### src/rtl/shift_reg_univ.sv
// shift_reg_univ: universal shift/rotate register with a counted burst engine
module shift_reg_univ #(
  parameter int WIDTH = 8,
  parameter logic [WIDTH-1:0] RST_VAL = '0,
  parameter int AW = 4
) (
  input  logic             clk,
  input  logic             rst,
  input  logic             en,
  input  logic [2:0]       mode,
  input  logic [WIDTH-1:0] d,
  input  logic             sin,
  input  logic             start,
  input  logic [AW-1:0]    amt,
  output logic [WIDTH-1:0] q,
  output logic             sout,
  output logic             busy,
  output logic             done
);
  typedef enum logic {IDLE, BUSY} state_t;
  state_t state;
  logic [2:0] op;
  logic [2:0] sel;
  logic [AW-1:0] cnt;
  logic [WIDTH-1:0] nq;
  logic nsout;
  logic shift;
  // next value of q/sout for one step of the active operation (latched op while bursting)
  always_comb begin
    sel = (state == BUSY) ? op : mode;
    shift = (sel >= 3'd2) && (sel <= 3'd6);
    nq = q;
    nsout = sout;
    case (sel)
      3'd1: nq = d;
      3'd2: begin nq = {q[WIDTH-2:0], sin};      nsout = q[WIDTH-1]; end
      3'd3: begin nq = {sin, q[WIDTH-1:1]};      nsout = q[0];       end
      3'd4: begin nq = {q[WIDTH-2:0], q[WIDTH-1]}; nsout = q[WIDTH-1]; end
      3'd5: begin nq = {q[0], q[WIDTH-1:1]};     nsout = q[0];       end
      3'd6: begin nq = {q[WIDTH-1], q[WIDTH-1:1]}; nsout = q[0];     end
      3'd7: nq = RST_VAL;
      default: nq = q;
    endcase
  end
  // register update and burst FSM; done is a single-cycle pulse
  always_ff @(posedge clk) begin
    if (rst) begin
      q <= RST_VAL;
      sout <= 1'b0;
      busy <= 1'b0;
      done <= 1'b0;
      state <= IDLE;
      cnt <= '0;
      op <= 3'd0;
    end else begin
      done <= 1'b0;
      if (en) begin
        if (state == IDLE) begin
          if (start && shift && amt != '0) begin
            op <= mode;
            cnt <= amt;
            state <= BUSY;
            busy <= 1'b1;
          end else if (start && shift) begin
            done <= 1'b1;
          end else begin
            q <= nq;
            sout <= nsout;
          end
        end else begin
          q <= nq;
          sout <= nsout;
          cnt <= cnt - AW'(1);
          if (cnt == AW'(1)) begin
            state <= IDLE;
            busy <= 1'b0;
            done <= 1'b1;
          end
        end
      end
    end
  end
endmodule
### config.mk
export PLATFORM = sky130hd
export DESIGN_NAME = shift_reg_univ
export DESIGN_NICKNAME = d
export VERILOG_FILES = /design/src/rtl/shift_reg_univ.sv
export SDC_FILE = /design/constraint.sdc
export NUM_CORES = 1
export LEC_CHECK = 0
export ABC_CLOCK_PERIOD_IN_PS = 5450
export BUFFER_PORTS_ARGS = -buffer_cell sky130_fd_sc_hd__buf_2
export CAP_MARGIN = 0
export CORE_MARGIN = 2
export CORE_UTILIZATION = 55
export DETAILED_ROUTE_END_ITERATION = 8
export PLACE_DENSITY_LB_ADDON = 0.1
export SLEW_MARGIN = 20
export SYNTH_ARGS = -nofsm -noshare
export SYNTH_HDL_FRONTEND = slang
export SYNTH_SLANG_ARGS = --single-unit
### constraint.sdc
create_clock -name clk -period 5.45 [get_ports clk]
set_input_delay 0.8175 -clock clk [delete_from_list [all_inputs] [get_ports clk]]
set_output_delay 0.8175 -clock clk [all_outputs]
set_load 0.02 [all_outputs]
Yosys cells after proc, flatten, opt, wreduce, memory -nomap -nowiden
Index checks and enable logic that the tools add are counted.
Widths: inputs -> output; s select.
- equality and inequality tests: 11
- $lt $le $gt $ge: 2
- add/subtract/negate cells: 1
- reductions and logical operators: 12
- muxes and demuxes: 21
- bitwise gates (word level): 2
- operators with widths (kind ; number):
    $pmux 8 s7 ; 1
    $mux 8 ; 3
    $mux 1 ; 13
    $eq 3x3->1 const B ; 4
    $reduce_and 3->1 ; 3
    $mux 4 ; 2
    $eq 3x2->1 const B ; 2
    $eq 4x1->1 const B ; 1
    $ne 2x2->1 const B ; 2
    $reduce_bool 4->1 ; 1
    $reduce_or 2->1 ; 2
    $sub 4x1->4 const B ; 1
    $eq 3x1->1 const B ; 1
    $ge 3x2->1 const B ; 1
    $le 3x3->1 const B ; 1
    $logic_and 1x1->1 ; 3
    $mux 3 ; 1
    $reduce_or 3->1 ; 1
    $ne 2x1->1 const B ; 1
    $not 1->1 ; 2
    $pmux 1 s2 ; 1
    $reduce_and 2->1 ; 1
    $reduce_bool 2->1 ; 1
- register bits: 19
- output and inout bits: 11

Longest topological paths before layout
Gate-level depths: netlist of the first run.
- depth after elaboration: 7
- mapped depth: 8
- depth with buffers taken out: 6

Least setup slack after synthesis of the first run
OpenSTA, ideal clock, no wires.
- kind: input port to flip-flop
- from: input port mode[1]
- to: register q[7]
- data required time: 5.383 ns
- stages on the path: 6
- data arrival time: 2.104 ns
- path buffers: 1
- path slack: 3.279 ns
- library setup time: 0.067 ns
- cell sequence: buf_2 mux2i_4 xnor2_2 mux2_4 a221o_1 a21oi_2
- cells in the longest elaborated chain, start to end: 7
- ends and longest elaborated chain (what ; RTL line ; RTL):
    start: declaration ; 10 ; input logic [2:0] mode,
    $mux 3 (*) ; 30 ; sel = (state == BUSY) ? op : mode;
    $ge 3x2->1 / $le 3x3->1 (equally long branches) ; 31 ; shift = (sel >= 3'd2) && (sel <= 3'd6);
    $logic_and 1x1->1 ; 31 ;
    $logic_and 1x1->1 ; 59, 64 ;
    $logic_and 1x1->1 ; 59 ; if (start && shift && amt != '0) begin
    $ne 2x2->1 (no line) ; n/a ;
    $reduce_and 3->1 (no line) ; n/a ;
    end signal: assignment ; 67 ; q <= nq;
    end signal: assignment ; 71 ; q <= nq;
    end: declaration ; 15 ; output logic [WIDTH-1:0] q,
Every way passes the cells marked *; elsewhere a longest branch is shown, timed or not. The select of a mux whose other input is x is not followed.
A chain may end at the register's enable or synchronous reset.

Worst setup path after layout of the first run
- from: register state
- to: register q[5]
- cells in the longest elaborated chain, start to end: 7
- ends and longest elaborated chain (what ; RTL line ; RTL):
    start: declaration ; 21 ; state_t state;
    start signal: assignment ; 52 ; state <= IDLE;
    start signal: assignment ; 62 ; state <= BUSY;
    start signal: assignment ; 75 ; state <= IDLE;
    $mux 3 ; 30 ;
    $ge 3x2->1 / $le 3x3->1 (equally long branches) ; 31 ;
    $logic_and 1x1->1 ; 31 ;
    $logic_and 1x1->1 ; 59, 64 ;
    $logic_and 1x1->1 ; 59 ;
    $ne 2x2->1 (no line) ; n/a ;
    $reduce_and 3->1 (no line) ; n/a ;
Parallel ways exist; a longest one is shown, timed or not. The select of a mux whose other input is x is not followed.

==> results.cfg, run 1 <==
[final_layout]
finalInstanceArea_um2 = 1514
layout.nets = 215
fin_cells = 222
antenna_cells = 0
layout-drive-gt1-share_pct = 22.92
syn2layout_area_growth_pct = 11.32

[sta]
slew_headroom_pct = 36.05
timing.final.crit_share_pct = 46.64
rsz0062_at_grt = no
skew_ns = 0.004015
finalCriticalPeriod_ns = 2.542
fmax_mhz = 393.4
finalSetupTns_ns = 0
finalHoldViolCount = 0
final-max-slew-violation-count = 0
holdWs_ns = 0.4795
worstMarginPinSlew_ns = 0.9580
setup_violations = 0

[power]
pwr-share-comb_pct = 32.5
p_switching_uw = 133.0
clkPwrFrac_pct = 20.8
sw_frac_of_total_pct = 36.66
leakage_uw = 0.0005673
p_per_area_nw_per_um2 = 239.7
pwr-share-seq_pct = 46.7
p_int_uw = 229.9
ir_drop_v = 0.0001367
fin_total_pwr_uw = 362.9

[floorplanning]
die_w_um = 53.73
dieHeight_um = 53.73
dieArea_um2 = 2886
coreArea_um2 = 2410
ios = 31
start_util_pct = 56.44
rows = 18

[drt]
drc = 0
via_per_inst = 5.928
wl_per_cell_um = 14.40
drt-initial-drc-count = 24
top_layer = met4
antenna_left = 0
drt-pass1-iter-count = 4
drt-met1-wl_um = 1436
vias = 1316
wl_met2_um = 1565
wl_met3_um = 177
drt-total-wl_um = 3196

[clocking]
htreeDepth = 1
cts_buffers = 3
cts_tree = yes
cts_sinks = 19
hold_buffers = 0
clk_pin_slew_ns = 0.12
cts.path.max_buffers = 2
root_buffer = clkbuf_4
cts_repair_resize_count = 0
clk_latency_ns = 0.30
post-cts-setup-buffers = 0

[placed_design]
dpl_cell_area_um2 = 1486
dp_hpwl_um = 2387
port_buffers = 30
dpl.cell_count = 218
gp_congestion = 0.8867

[synth]
syn-num-nets = 192
avgSynthCellArea_um2 = 8.000
synth_cells = 170
yosysUniqueCellTypes = 48
synth-seq-cells = 19
synthesis.area_um2 = 1360
synth_warnings = 0
ys_seq_area_share_pct = 27.97

[global_routing]
gr-total-overflow = 0
grt_max_degree = 28
grt_pass1_vias = 1132
grt_pass1_wl_um = 5223
antenna_found_initial = 0
grt_usage_pct = 24.58

[worst_setup_path]
worstPathRequired_ns = 5.62
path_class = register to register
worst_setup_path_start_kind = register
crit_arrival_ns = 2.71
crit_fanout = 27
endpoint_kind = register

[status]
status = complete, no violations

[worst_hold_path]
hp-class = register to register

[run]
cap_violations = 0
-- power groups by stage --
stage / registers (uW) / logic, uW / clock network [uW]
after floorplan: 174 / 87.1 / 0
after global placement: 171 / 115 / 0
after detailed placement: 172 / 118 / 0
after CTS: 169 / 119 / 76.7
after global routing: 171 / 132 / 83.5
final: 170 / 118 / 75.6
-- worst max-delay path, cell delays in order (launching register included) --
cell      delay [ns]
dfxtp_1         0.97
mux2i_4         0.48
and2_1          0.42
o22ai_2         0.29
nor2_1          0.17
a211oi_1        0.07
-- metrics by stage --
| step | setup slack (ns) | util [%] |
|---|---|---|
| floorplan | 3.279 | - |
| global placement | 2.971 | 61.68 |
| detailed placement | 2.895 | 61.68 |
| CTS | 2.911 | 62.82 |
| global route | 2.762 | 62.82 |
| finish | 2.908 | 62.82 |
-- layer usage --
layer / GRT usage, % / up-vias
met2: 40.65 / 40
met5: 0 / -
met3: 3.611 / 2
met1: 33.16 / 610
met4: 6.410 / 0
li1: - / 664
-- synth_stat cells (all sizes together) --
master   number  area share [%]
o211ai        2             1.1
nor3b         3             1.7
nand2b        4             1.8
and2          2            0.92
a32o          1            0.74
xnor2         7             5.1
mux2          3             2.8
or4           1            0.55
clkbuf        5             1.4
o2111ai       1            0.64
a211oi        8             4.4
o221ai        1            0.64
or3           2            0.92
o22ai         1            0.92
nand3b        1            0.55
nor2b         3             1.4
a21oi        11             4.6
a311oi        1            0.64
nor2         14             3.9
a32oi         1            0.64
a221o         1            0.74
nor3          3             1.5
inv           6             1.7
a31oi         2            0.92
o32ai         3             1.9
buf           7             3.1
mux2i         7             7.0
a21boi        1            0.55
dfxtp        19              28
a22oi         1            0.55
and3          1            0.46
nand3         4             1.5
a221oi        6             3.9
o22a          1            0.64
ha            2             1.8
o21a          1            0.55
xor2          1            0.64
o21ai         6             2.2
nand2        26             7.2
-- layout make-up --
cell class	count	area [um2]
flip-flops and latches	19	380.4
well taps	30	37.54
clock inverters	1	5.005
repair buffers	30	150.1
fillers	227	895.9
inverters	6	22.52
multi-input cells	133	895.9
clock buffers	3	22.52
-- cells by family (layout without fill, tap and decap cells) --
group                    Yosys count  count (layout)  share of synthesized area [%]
multiplexers                      10              10                          9.751
XOR/XNOR                           8               8                          5.704
buffers and inverters             18              40                          6.164
AO/OA/AOI/OAI                     49              49                          26.31
adder cells (fa/ha/maj)            2               2                          1.840
AND/OR/NAND/NOR                   64              64                          22.26
flip-flops                        19              19                          27.97
-- worst paths after layout --
check | startpoint | end | slack [ns] | depth (start not counted)
max reg2reg | state | q[5] | 2.91 | 5
max | state | q[5] | 2.91 | 5
min | busy | busy | 0.48 | 2
min reg2reg | busy | busy | 0.48 | 2
-- cells in the final DEF (no fill, tap or decap), types with 2 or more instances in the layout --
cell type / netlist / routed
a211oi_1: 8 / 8
a21oi_1: 9 / 9
a21oi_2: 2 / 2
a221oi_1: 6 / 6
a31oi_1: 2 / 2
buf_2: 4 / 30
clkbuf_4: 0 / 3
dfxtp_1: 19 / 19
ha_1: 2 / 2
inv_1: 6 / 6
mux2_2: 2 / 2
mux2i_1: 5 / 5
mux2i_4: 2 / 2
nand2_1: 26 / 26
nand2b_1: 4 / 4
nand3_1: 4 / 4
nor2_1: 14 / 14
nor2b_1: 3 / 3
nor3_1: 2 / 2
nor3b_1: 3 / 3
o211ai_1: 2 / 2
o21ai_0: 6 / 6
o32ai_1: 3 / 3
or3_1: 2 / 2
xnor2_1: 6 / 6
-- registers in the layout (all words and copies together) (netlist names) --
register and cells:
state 1, cnt 4, q 8, done 1, busy 1, op 3
sout 1
Power figures use the tool's default switching activity.
==> run 2: changes to the inputs <==
Settings changed: ABC_CLOCK_PERIOD_IN_PS 5450 to 2300, CORE_UTILIZATION 55 to 48.
Clock period 5.45 ns to 2.3 ns, I/O delays scaled along.
==> run 2 against run 1 <==
Compared with the run above:
- clock skew down 0.0030 ns
- via count down 1.5%
- non-clock buffer count up 3
- register-to-register slack worse by 2.7 ns
- maximum frequency up 21%
- die area up 13%
- sequential power up 130%
==> results.cfg, run 2 (synthesis results as in run 1) <==
[status]
status = complete, no violations

[power]
p_switching_uw = 305.4
p_int_uw = 551.6
pwr-share-seq_pct = 46.0
leakage_uw = 0.0005799
fin_total_pwr_uw = 857.0
ir_drop_v = 0.0003642
p_per_area_nw_per_um2 = 557.8
pwr-share-comb_pct = 33.7
sw_frac_of_total_pct = 35.64
clkPwrFrac_pct = 20.2

[clocking]
root_buffer = clkbuf_4
cts_buffers = 3
cts.path.max_buffers = 2
clk_latency_ns = 0.29
clk_pin_slew_ns = 0.11
htreeDepth = 1
cts_repair_resize_count = 0
cts_sinks = 19
hold_buffers = 0
cts_tree = yes
post-cts-setup-buffers = 0

[global_routing]
grt_pass1_wl_um = 5492
grt_pass1_vias = 1274
antenna_found_initial = 0
grt_usage_pct = 21.00
gr-total-overflow = 0
grt_max_degree = 20

[drt]
vias = 1296
drt-initial-drc-count = 49
via_per_inst = 5.735
drc = 0
drt-pass1-iter-count = 4
antenna_left = 0
wl_per_cell_um = 13.85
drt-total-wl_um = 3130

[floorplanning]
start_util_pct = 49.75
rows = 19
dieHeight_um = 57.23
coreArea_um2 = 2734
ios = 31
dieArea_um2 = 3275
die_w_um = 57.23

[final_layout]
layout.nets = 218
num-fill-cells = 281
register_area_um2 = 380.4
multi_input_area_um2 = 895.9
largest_reg_flops = 8
layout_common_cells = 30 x buf_2, 26 x nand2_1, 19 x dfxtp_1, 14 x nor2_1, 9 x a21oi_1
layout-drive-gt1-share_pct = 23.59
finalInstanceArea_um2 = 1536
top_register = q
final_common_cell = buf_2
fin_cells = 226
syn2layout_area_growth_pct = 12.97
antenna_cells = 0
reg_top3 = q x8, cnt x4, op x3

[sta]
skew_ns = 0.001048
finalCriticalPeriod_ns = 2.104
finalHoldViolCount = 0
timing.final.crit_share_pct = 91.49
rsz0062_at_grt = no
slew_headroom_pct = 65.99
holdWs_ns = 0.3366
finalSetupTns_ns = 0
final-max-slew-violation-count = 0
setup_violations = 0
fmax_mhz = 475.2
worstMarginPinSlew_ns = 0.5101

[placed_design]
dpl_cell_area_um2 = 1510
dp_hpwl_um = 2314
gp_congestion = 0.8419
port_buffers = 30
dpl.cell_count = 222

[worst_hold_path]
hp-class = input port to register

[worst_setup_path]
worst_setup_path_start_kind = register
crit_fanout = 12
crit_arrival_ns = 2.31
worstPathRequired_ns = 2.51
path_class = register to register
endpoint_kind = register

[run]
cap_violations = 0
-- run 2: worst paths after layout --
path,start,slack [ns],depth (start not counted),end
worst max-delay path,state,0.20,5,q[6]
worst min register to register,busy,0.46,2,busy
worst min-delay path,amt[0],0.34,3,cnt[0]
worst max register to register,state,0.20,5,q[6]
-- run 2: final cells by class --
type	instances	share of cell area [%]
timing repair buffer	33	11.24
tap	31	2.524
clock buffer	4	1.710
multi-input combinational	133	58.31
inverter	6	1.466
sequential	19	24.76
-- run 2: worst max-delay path, cell delays in order (launching register included) --
cell	delay, ns
dfxtp_1	0.53
buf_4	0.24
mux2_2	0.44
nor3_2	0.39
a221oi_1	0.15
a211oi_1	0.28
-- run 2: per-stage QoR --
step                worst slack [ns]  utilization, %
finish                        0.1958           56.20
global route                 0.02872           56.20
CTS                           0.1692           56.20
detailed placement            0.2046           55.24
global placement              0.3083           55.24
floorplan                     0.4803               -
-- run 2: power by group through the flow --
stage               Clock, uW  Combinational, uW  Sequential, uW
finish                    173                289             394
global route              197                324             400
CTS                       180                290             394
detailed placement          0                288             402
global placement            0                282             400
floorplan                   0                206             412
-- run 2: layer usage --
layer  vias to the layer above  global-route usage, %  routed length [um]
li1                        668                      -                   -
met1                       598                  27.61                1517
met2                        28                  34.98                1472
met3                         2                  3.855                 123
met4                         0                  6.645                  17
met5                         -                      0                   0
==> run 3: changes to the inputs <==
Settings changed: ABC_AREA set to 1.
==> run 3 against run 2 <==
Compared with the run above:
- utilization rose by 0.25 points
- final cell count rose by 21%
- sequential share of layout area rose by 0.33 points
- sequential power fell by 4%
- setup slack improved by 0.30 ns
- wire length fell by 6.7%
- synthesized cell count rose by 25%
==> results.cfg, run 3 <==
[status]
status = complete, no violations

[placed_design]
port_buffers = 30
place_ws_ns = 0.5205
dpl_cell_area_um2 = 1490
dpl.cell_count = 269
gp_congestion = 0.8389
dp_hpwl_um = 2194

[sta]
timing.final.crit_share_pct = 78.60
slew_headroom_pct = 66.97
final-max-slew-violation-count = 0
setup_violations = 0
fmax_mhz = 553.2
rsz0062_at_grt = no
finalHoldViolCount = 0
skew_ns = 0.003527
finalSetupTns_ns = 0
worstMarginPinSlew_ns = 0.4948
finalCriticalPeriod_ns = 1.808
final.setup.worst_slack_ns = 0.4923

[synth]
yosys.area.top_type = dfxtp_1
ys_seq_area_share_pct = 28.60
synth_top_area_share_pct = 28.60
async_reset_ff_share_pct = 0
synth-seq-cells = 19
synth.most_common_cell = nand2_1
synthesis.area_um2 = 1330
synth_edf_count = 0
ys_top_cells_by_area = dfxtp_1 29%, nand2_1 19%, nor2_1 8.7%
syn-num-nets = 235
synth_common_cells = 66 x nand2_1, 31 x nor2_1, 19 x dfxtp_1, 19 x inv_1, 14 x nand3_1
yosysUniqueCellTypes = 30
synth_warnings = 0
synthFlopType = dfxtp_1
synth_cells = 213
avgSynthCellArea_um2 = 6.244

[drt]
antenna_left = 0
wl_per_cell_um = 10.70
drt-pass1-iter-count = 4
drc = 0
vias = 1338
via_per_inst = 4.901
drt-total-wl_um = 2920
drt-initial-drc-count = 51

[final_layout]
reg_top3 = q x8, cnt x4, op x3
top_register = q
syn2layout_area_growth_pct = 14.02
fin_cells = 273
largest_reg_flops = 8
layout-drive-gt1-share_pct = 23.55
antenna_cells = 0
layout.nets = 265
finalInstanceArea_um2 = 1516
layout_common_cells = 66 x nand2_1, 31 x nor2_1, 30 x buf_2, 19 x inv_1, 19 x dfxtp_1
final_common_cell = nand2_1

[global_routing]
grt_pass1_wl_um = 5064
grt_max_degree = 17
grt_pass1_vias = 1193
grt_usage_pct = 19.44
antenna_found_initial = 0
gr-total-overflow = 0

[worst_setup_path]
worstSetupStartpoint = state
worst_setup_path_start_kind = register
crit_arrival_ns = 2.00
endpoint_kind = register
crit_fanout = 10
slowest_stage = dfxtp_1
crit-reg2reg-launch = state
path_class = register to register
reg2reg_slack_ns = 0.49
crit_chain = nand2_1 -> o21ai_4 -> nand3_2 -> nand4_2 -> nand3_4 -> inv_2 -> nand2_1 -> nor2_1 -> nor2_1
max_stage_delay_ns = 0.65
worstPathRequired_ns = 2.50

[floorplanning]
die_w_um = 56.64
dieHeight_um = 56.64
coreArea_um2 = 2686
ios = 31
start_util_pct = 49.51
rows = 19
dieArea_um2 = 3208

[clocking]
post-cts-setup-buffers = 0
htreeDepth = 1
cts_sinks = 19
clk_latency_ns = 0.29
cts_buffers = 3
cts_repair_resize_count = 0
root_buffer = clkbuf_4
cts_tree = yes
hold_buffers = 0
cts.path.max_buffers = 2
clk_pin_slew_ns = 0.11

[power]
leakage_uw = 0.0007333
ir_drop_v = 0.0003926
p_per_area_nw_per_um2 = 553.8
fin_total_pwr_uw = 839.9

[worst_hold_path]
holdCritStartpoint = mode[1]
hp-class = input port to register

[run]
cap_violations = 0
==> run 3: cell count changes after synthesis, sizes merged, moves of 4 or more <==
cell    previous run  this run
inv                6        23
buf                7         3
nand2             26        77
o21ai              6        13
a211oi             8         0
nor2              14        35
nand3              4        16
mux2i              7         0
nand4              0         5
xnor2              7         1
nand2b             4         0
a221oi             6         0
==> run 3: power breakdown <==
group,total (uW),internal (uW),switching [uW]
Combinational,292,102,190
Clock,168,67.4,100
Sequential,380,356,24.0
==> run 3: layout make-up <==
type | count | area, um2
repair buffers | 30 | 150.1
well taps | 31 | 38.79
inverters | 24 | 97.59
clock buffers | 4 | 26.28
multi-input cells | 165 | 823.3
flip-flops and latches | 19 | 380.4
fillers | 299 | 1170
==> run 3: layer usage <==
layer	wire length, um	GRT usage [%]
met3	114	2.535
met1	1505	28.31
met5	0	0
met4	15	7.483
met2	1284	28.90
==> run 3: logic make-up after synthesis <==
| family | synth area share, % |
|---|---|
| fa+ha+maj | 1.881 |
| simple gates | 48.54 |
| buf+inv | 9.502 |
| flops | 28.60 |
| compound gates | 10.16 |
| xor+xnor | 1.317 |
==> run 3: final timing paths <==
kind	to	depth (start not counted)
min reg2reg	busy	2
max reg2reg	q[6]	9
max	q[6]	9
min	op[1]	3
==> run 3: worst max-delay path: cells and delay by family, from the launching register on <==
family	cells	cell delay (ns)
and+or+nand+nor	7	0.77
buffers and inverters	1	0.15
DFF	1	0.65
AOI/OAI and AO/OA	1	0.14
==> run 3: per-stage QoR <==
step	utilization [%]	hold WS, ns
finish	56.45	0.3222
CTS	56.45	0.3106
global placement	55.47	0.4377
global route	56.45	0.3348
floorplan	-	0.4391
detailed placement	55.47	0.4459
